[src/rtl/button_events.sv]
// Multi-channel button conditioner: synchroniser, glitch-rejecting debounce FSM, press/release pulses.
// Optional long-press pulse compiled in with `define BUTTON_EVENTS_LONGPRESS_EN.
module button_events #(
  parameter int CH         = 2,
  parameter int DEB_BITS   = 16,
  parameter int LONG_BITS  = 24,
  parameter bit ACTIVE_LOW = 1'b0
) (
  input  logic          clk,
  input  logic          rst,
  input  logic [CH-1:0] sw_in,
  output logic [CH-1:0] level,
  output logic [CH-1:0] press,
  output logic [CH-1:0] rel,
  output logic [CH-1:0] long_press
);

  typedef enum logic [1:0] {S_IDLE, S_WAIT_1, S_PRESSED, S_WAIT_0} state_t;

  localparam logic [DEB_BITS-1:0] DEB_ONE = {{(DEB_BITS-1){1'b0}}, 1'b1};

  logic [CH-1:0] raw;
  assign raw = ACTIVE_LOW ? ~sw_in : sw_in;

  genvar gi;
  generate
    for (gi = 0; gi < CH; gi++) begin : g_ch
      logic                sync1_q, s_q;
      state_t              state_q, state_d;
      logic [DEB_BITS-1:0] cnt_q, cnt_d;
      logic                level_q, level_d;
      logic                press_q, press_d;
      logic                rel_q, rel_d;

      always_ff @(posedge clk) begin
        if (rst) begin
          sync1_q <= 1'b0;
          s_q     <= 1'b0;
          state_q <= S_IDLE;
          cnt_q   <= '0;
          level_q <= 1'b0;
          press_q <= 1'b0;
          rel_q   <= 1'b0;
        end else begin
          sync1_q <= raw[gi];
          s_q     <= sync1_q;
          state_q <= state_d;
          cnt_q   <= cnt_d;
          level_q <= level_d;
          press_q <= press_d;
          rel_q   <= rel_d;
        end
      end

      // The terminal compare always leaves the wait state, so cnt never wraps.
      always_comb begin
        state_d = state_q;
        cnt_d   = cnt_q;
        level_d = level_q;
        press_d = 1'b0;
        rel_d   = 1'b0;
        case (state_q)
          S_IDLE: begin
            if (s_q) begin
              state_d = S_WAIT_1;
              cnt_d   = '0;
            end
          end
          S_WAIT_1: begin
            if (!s_q) begin
              state_d = S_IDLE;
            end else if (cnt_q == '1) begin
              state_d = S_PRESSED;
              level_d = 1'b1;
              press_d = 1'b1;
            end else begin
              cnt_d = cnt_q + DEB_ONE;
            end
          end
          S_PRESSED: begin
            if (!s_q) begin
              state_d = S_WAIT_0;
              cnt_d   = '0;
            end
          end
          S_WAIT_0: begin
            if (s_q) begin
              state_d = S_PRESSED;
            end else if (cnt_q == '1) begin
              state_d = S_IDLE;
              level_d = 1'b0;
              rel_d   = 1'b1;
            end else begin
              cnt_d = cnt_q + DEB_ONE;
            end
          end
          default: state_d = S_IDLE;
        endcase
      end

      assign level[gi] = level_q;
      assign press[gi] = press_q;
      assign rel[gi]   = rel_q;

`ifdef BUTTON_EVENTS_LONGPRESS_EN
      localparam logic [LONG_BITS-1:0] LONG_ONE  = {{(LONG_BITS-1){1'b0}}, 1'b1};
      localparam logic [LONG_BITS-1:0] LONG_LAST = {{(LONG_BITS-1){1'b1}}, 1'b0};

      logic [LONG_BITS-1:0] lcnt_q, lcnt_d;
      logic                 long_q, long_d;

      always_ff @(posedge clk) begin
        if (rst) begin
          lcnt_q <= '0;
          long_q <= 1'b0;
        end else begin
          lcnt_q <= lcnt_d;
          long_q <= long_d;
        end
      end

      // Keeps counting through release bounces; saturation gives one pulse per press.
      always_comb begin
        lcnt_d = lcnt_q;
        long_d = 1'b0;
        if (state_q == S_PRESSED || state_q == S_WAIT_0) begin
          if (lcnt_q != '1) begin
            lcnt_d = lcnt_q + LONG_ONE;
            long_d = (lcnt_q == LONG_LAST);
          end
        end else begin
          lcnt_d = '0;
        end
      end

      assign long_press[gi] = long_q;
`else
      assign long_press[gi] = 1'b0;
`endif
    end
  endgenerate

endmodule
[config.mk]
export PLATFORM = sky130hd
export DESIGN_NAME = button_events
export DESIGN_NICKNAME = d
export VERILOG_FILES = /design/src/rtl/button_events.sv
export SDC_FILE = /design/constraint.sdc
export NUM_CORES = 1
export LEC_CHECK = 0
export CAP_MARGIN = 25
export CORE_MARGIN = 2
export CORE_UTILIZATION = 64
export DETAILED_ROUTE_END_ITERATION = 16
export GPL_TIMING_DRIVEN = 0
export PLACE_DENSITY = 0.85
export SLEW_MARGIN = 20
export SYNTH_ARGS = -nofsm -noshare
export SYNTH_HDL_FRONTEND = slang
export SYNTH_SLANG_ARGS = --single-unit
[constraint.sdc]
create_clock -name clk -period 4.1 [get_ports clk]
set_input_delay 0.615 -clock clk [delete_from_list [all_inputs] [get_ports clk]]
set_output_delay 0.615 -clock clk [all_outputs]
set_load 0.05 [all_outputs]
==> impl_results.md <==
* Cell area after synthesis at 2466 um2
* Final layout net count at 324
* Top_reg_cell synth: sky130_fd_sc_hd__dfxtp_1
* Clock latency on the worst-skew pair at 0.30 ns
* CP Cell Sequence: ha_1 > nand2_1 > nor3_1 > a32oi_1 > o211ai_1
* Die Outline Area at 4366 um2
* Number of enable-type register cells in the synthesized netlist at 0
* Sum of buffers and inverters on the critical path at 0
* Post-cts sizing count at 0
* Yosys synthesis warning count at 0
* Number of synthesized register bits at 46
* Post-synthesis average cell area at 8.166 um2
* Outcome: finished clean
* Number of levels in the clock H-tree at 2
* Aggregate routed wire length at 5899 um
* Pin count of the biggest net entering global routing at 15
* IO Pins at 12
* Total half-perimeter wirelength after legalization and detailed placement at between 4000 and 5000 um
* Fill cell count at 312
* Post-route minimum period at 2.552 ns
* Final critical-path share of the clock period at 62.24%
* Count of unique library cells instantiated by Yosys at 50
* Maxcap violations at 0
* Clock tree root buffer cell: sky130_fd_sc_hd__clkbuf_8
* Final number of setup-violating endpoints at 0
* Peak fanout along the critical path at 8
* Dominant delay contributor by cell family on the critical path: simple AND/OR/NAND/NOR gates
* Arrival @ worst endpoint at between 2 and 3 ns
* Routability congestion estimate at between 0.9 and 1
* Share of synthesized registers carrying an async set or reset at 0%
* Setup Skew at slightly below 0.005 ns
* Fin. Hold Viols at 0
* Combined area of the multi-input logic cells at roughly 1400 um2
* Category of the most critical setup path: flip-flop to flip-flop
* Type of destination of the critical path: flip-flop
* Global-route wire length before repair at 9708 um
* Vias per cell at 6.657
* Std cell rows at 22
* Area of the core at between 3000 and 4000 um2
* Area delta synth->final at 10.25%
* Cts bufs inserted at 5
* Number of antenna violations at the first check in global routing at 0
* Drt first-iter violations at about 220
* Summed negative setup slack over all endpoints at 0 ns
* Sink count of the clock tree at 46
* GRT Residual Overflow at 0
* Die extent in x at about 66 um
* Max frequency at 0.3919 GHz
* Port Buf Inserts at 8
* Total DRC errors in the routed layout at 0
* Worst-path clk slew at ~0.090 ns
* Starting density of the core at 66.86%
* Total area of sequential cells at between 900 and 1000 um2
* Most frequent standard cell in the layout excluding fill and tap cells: sky130_fd_sc_hd__dfxtp_1
* Unrepaired setup endpoints after global routing: no
* Final max-slew violation count at 0
* Critical Path RT at 4.32 ns
* Leakage power at between 0.8 and 0.9 nW
* Kind of path behind the tightest hold check: flip-flop to flip-flop
* Post-Syn Instances at slightly above 300
* Cts-stage hold buffer count at 0
* Kind of launch point of the worst setup path: flip-flop
* Max transition margin at 39.28%
* Number of buffers inserted to repair setup after CTS at 0
* Fraction of layout cells with a size suffix above 1 at 7.210%
* Via count at 2443
* Diodes inserted at 0
* Total global-route track usage at 28.48%
* Worst voltage drop across the vdd grid at 0.0002555 V
* Standard cell with the maximum stage delay on the critical path: sky130_fd_sc_hd__nor3_1
* Worst hold slack across all endpoints at ~0.47 ns
* Die height at 66.08 um
* Largest stage delay on the critical path at roughly 0.70 ns
* Post-synthesis sequential area ratio at approximately 37%
* Number of buffers on the longest clock path at 2
* Pwr per Cell Area at 315.7 nW/um2
* DRT antenna net count at 0
* Drt first pass iters at 5
* Leading cell types in the layout, fill and taps excluded: 46 x sky130_fd_sc_hd__dfxtp_1, 33 x sky130_fd_sc_hd__nand2_1, 16 x sky130_fd_sc_hd__inv_1, 16 x sky130_fd_sc_hd__nand3_1, 13 x sky130_fd_sc_hd__a21oi_1
* Final Instance Count excl. Fillers at around 370
* Placed cells at 359
* Vias in the first global route at ~2.1k
* CTS tree: done
* Worst-Margin Slew at 0.9109 ns
* Final routed wire length divided by cell count at 16.07 um
-- through the flow --
stage | worst slack, ns | instance area (um2) | utilization (%) | power, W
detailed placement | 1.763 | 2610 | 70.76 | 0.0005313
floorplan | 2.171 | 2470 | - | 0.0005136
CTS | 1.712 | 2719 | 73.71 | 0.0008617
global route | 1.414 | 2719 | 73.71 | 0.0008841
finish | 1.548 | 2719 | 73.71 | 0.0008584
global placement | 1.774 | 2610 | 70.76 | 0.0005301
-- path summary, 6_finish.rpt --
kind | start | endpoint | slack, ns | cells after the start
hold reg to reg | g_ch[0].sync1_q$_SDFF_PP0_ | g_ch[0].s_q$_SDFF_PP0_ | 0.47 | 1
setup / recovery | g_ch[0].cnt_q[0]$_SDFFE_PP0P_ | g_ch[0].cnt_q[15]$_SDFFE_PP0P_ | 1.55 | 5
hold / removal | g_ch[0].sync1_q$_SDFF_PP0_ | g_ch[0].s_q$_SDFF_PP0_ | 0.47 | 1
setup reg to reg | g_ch[0].cnt_q[0]$_SDFFE_PP0P_ | g_ch[0].cnt_q[15]$_SDFFE_PP0P_ | 1.55 | 5
-- per-layer routing --
layer	vias to the layer above	wire length (um)	GRT usage (%)
met5	-	0	0
met4	0	152	9.694
met3	22	622	6.133
met2	148	2598	44.32
met1	1115	2526	39.13
li1	1158	-	-
-- worst reg2reg max path, cell delays in order, from the launching register on --
cell and delay (ns):
sky130_fd_sc_hd__dfxtp_1 0.43, sky130_fd_sc_hd__ha_1 0.32, sky130_fd_sc_hd__nand2_1 0.18, sky130_fd_sc_hd__nor3_1 0.70, sky130_fd_sc_hd__a32oi_1 0.54, sky130_fd_sc_hd__o211ai_1 0.31
-- sequential cells by signal, indices dropped and copies added (netlist names), named ones only --
register	flops
g_ch.cnt_q	32
g_ch.sync1_q	2
g_ch.s_q	2
g_ch.state_q	2
g_ch.level_q	2
g_ch.rel_q	2
g_ch.press_q	2
-- area by class of cell --
cell class / instances / share of cell area [%]
clock inverter: 3 / 1.473
timing repair buffer: 8 / 2.945
multi-input combinational: 219 / 50.44
tap: 48 / 2.209
sequential: 46 / 33.87
buffer: 22 / 4.326
clock buffer: 5 / 2.531
inverter: 16 / 2.209
-- kinds of logic after synthesis --
| group | after synthesis | synth area share, % |
|---|---|---|
| AO/OA/AOI/OAI | 75 | 21.11 |
| XOR/XNOR | 4 | 1.421 |
| adder cells (fa/ha/maj) | 2 | 1.015 |
| AND/OR/NAND/NOR | 127 | 28.06 |
| multiplexers | 9 | 3.704 |
| other | 1 | 0.1521 |
| buffers and inverters | 38 | 7.204 |
| flip-flops | 46 | 37.34 |
-- synthesized netlist by cell type, types with 9 or more instances --
cell,number,area (um2)
sky130_fd_sc_hd__nor2_1,9,33.78
sky130_fd_sc_hd__buf_4,9,67.56
sky130_fd_sc_hd__dfxtp_1,46,920.9
sky130_fd_sc_hd__nor4_1,12,75.07
sky130_fd_sc_hd__a21oi_1,13,65.06
sky130_fd_sc_hd__clkbuf_1,12,45.04
sky130_fd_sc_hd__nand3_1,16,80.08
sky130_fd_sc_hd__nor3_1,10,50.05
sky130_fd_sc_hd__inv_1,16,60.06
sky130_fd_sc_hd__or4_1,9,67.56
sky130_fd_sc_hd__o21ai_0,12,60.06
sky130_fd_sc_hd__nand2_1,33,123.9
-- where the power goes --
| group | internal (W) | total [W] | switching [W] | leakage [nW] |
|---|---|---|---|---|
| clock network | 0.000180 | 0.000335 | 0.000156 | 0.0579 |
| registers | 0.000453 | 0.000457 | 0.00000458 | 0.372 |
| logic | 0.0000223 | 0.0000657 | 0.0000434 | 0.393 |
| total | 0.000655 | 0.000858 | 0.000204 | 0.823 |
Note: power is estimated with default switching activity, not from simulation.
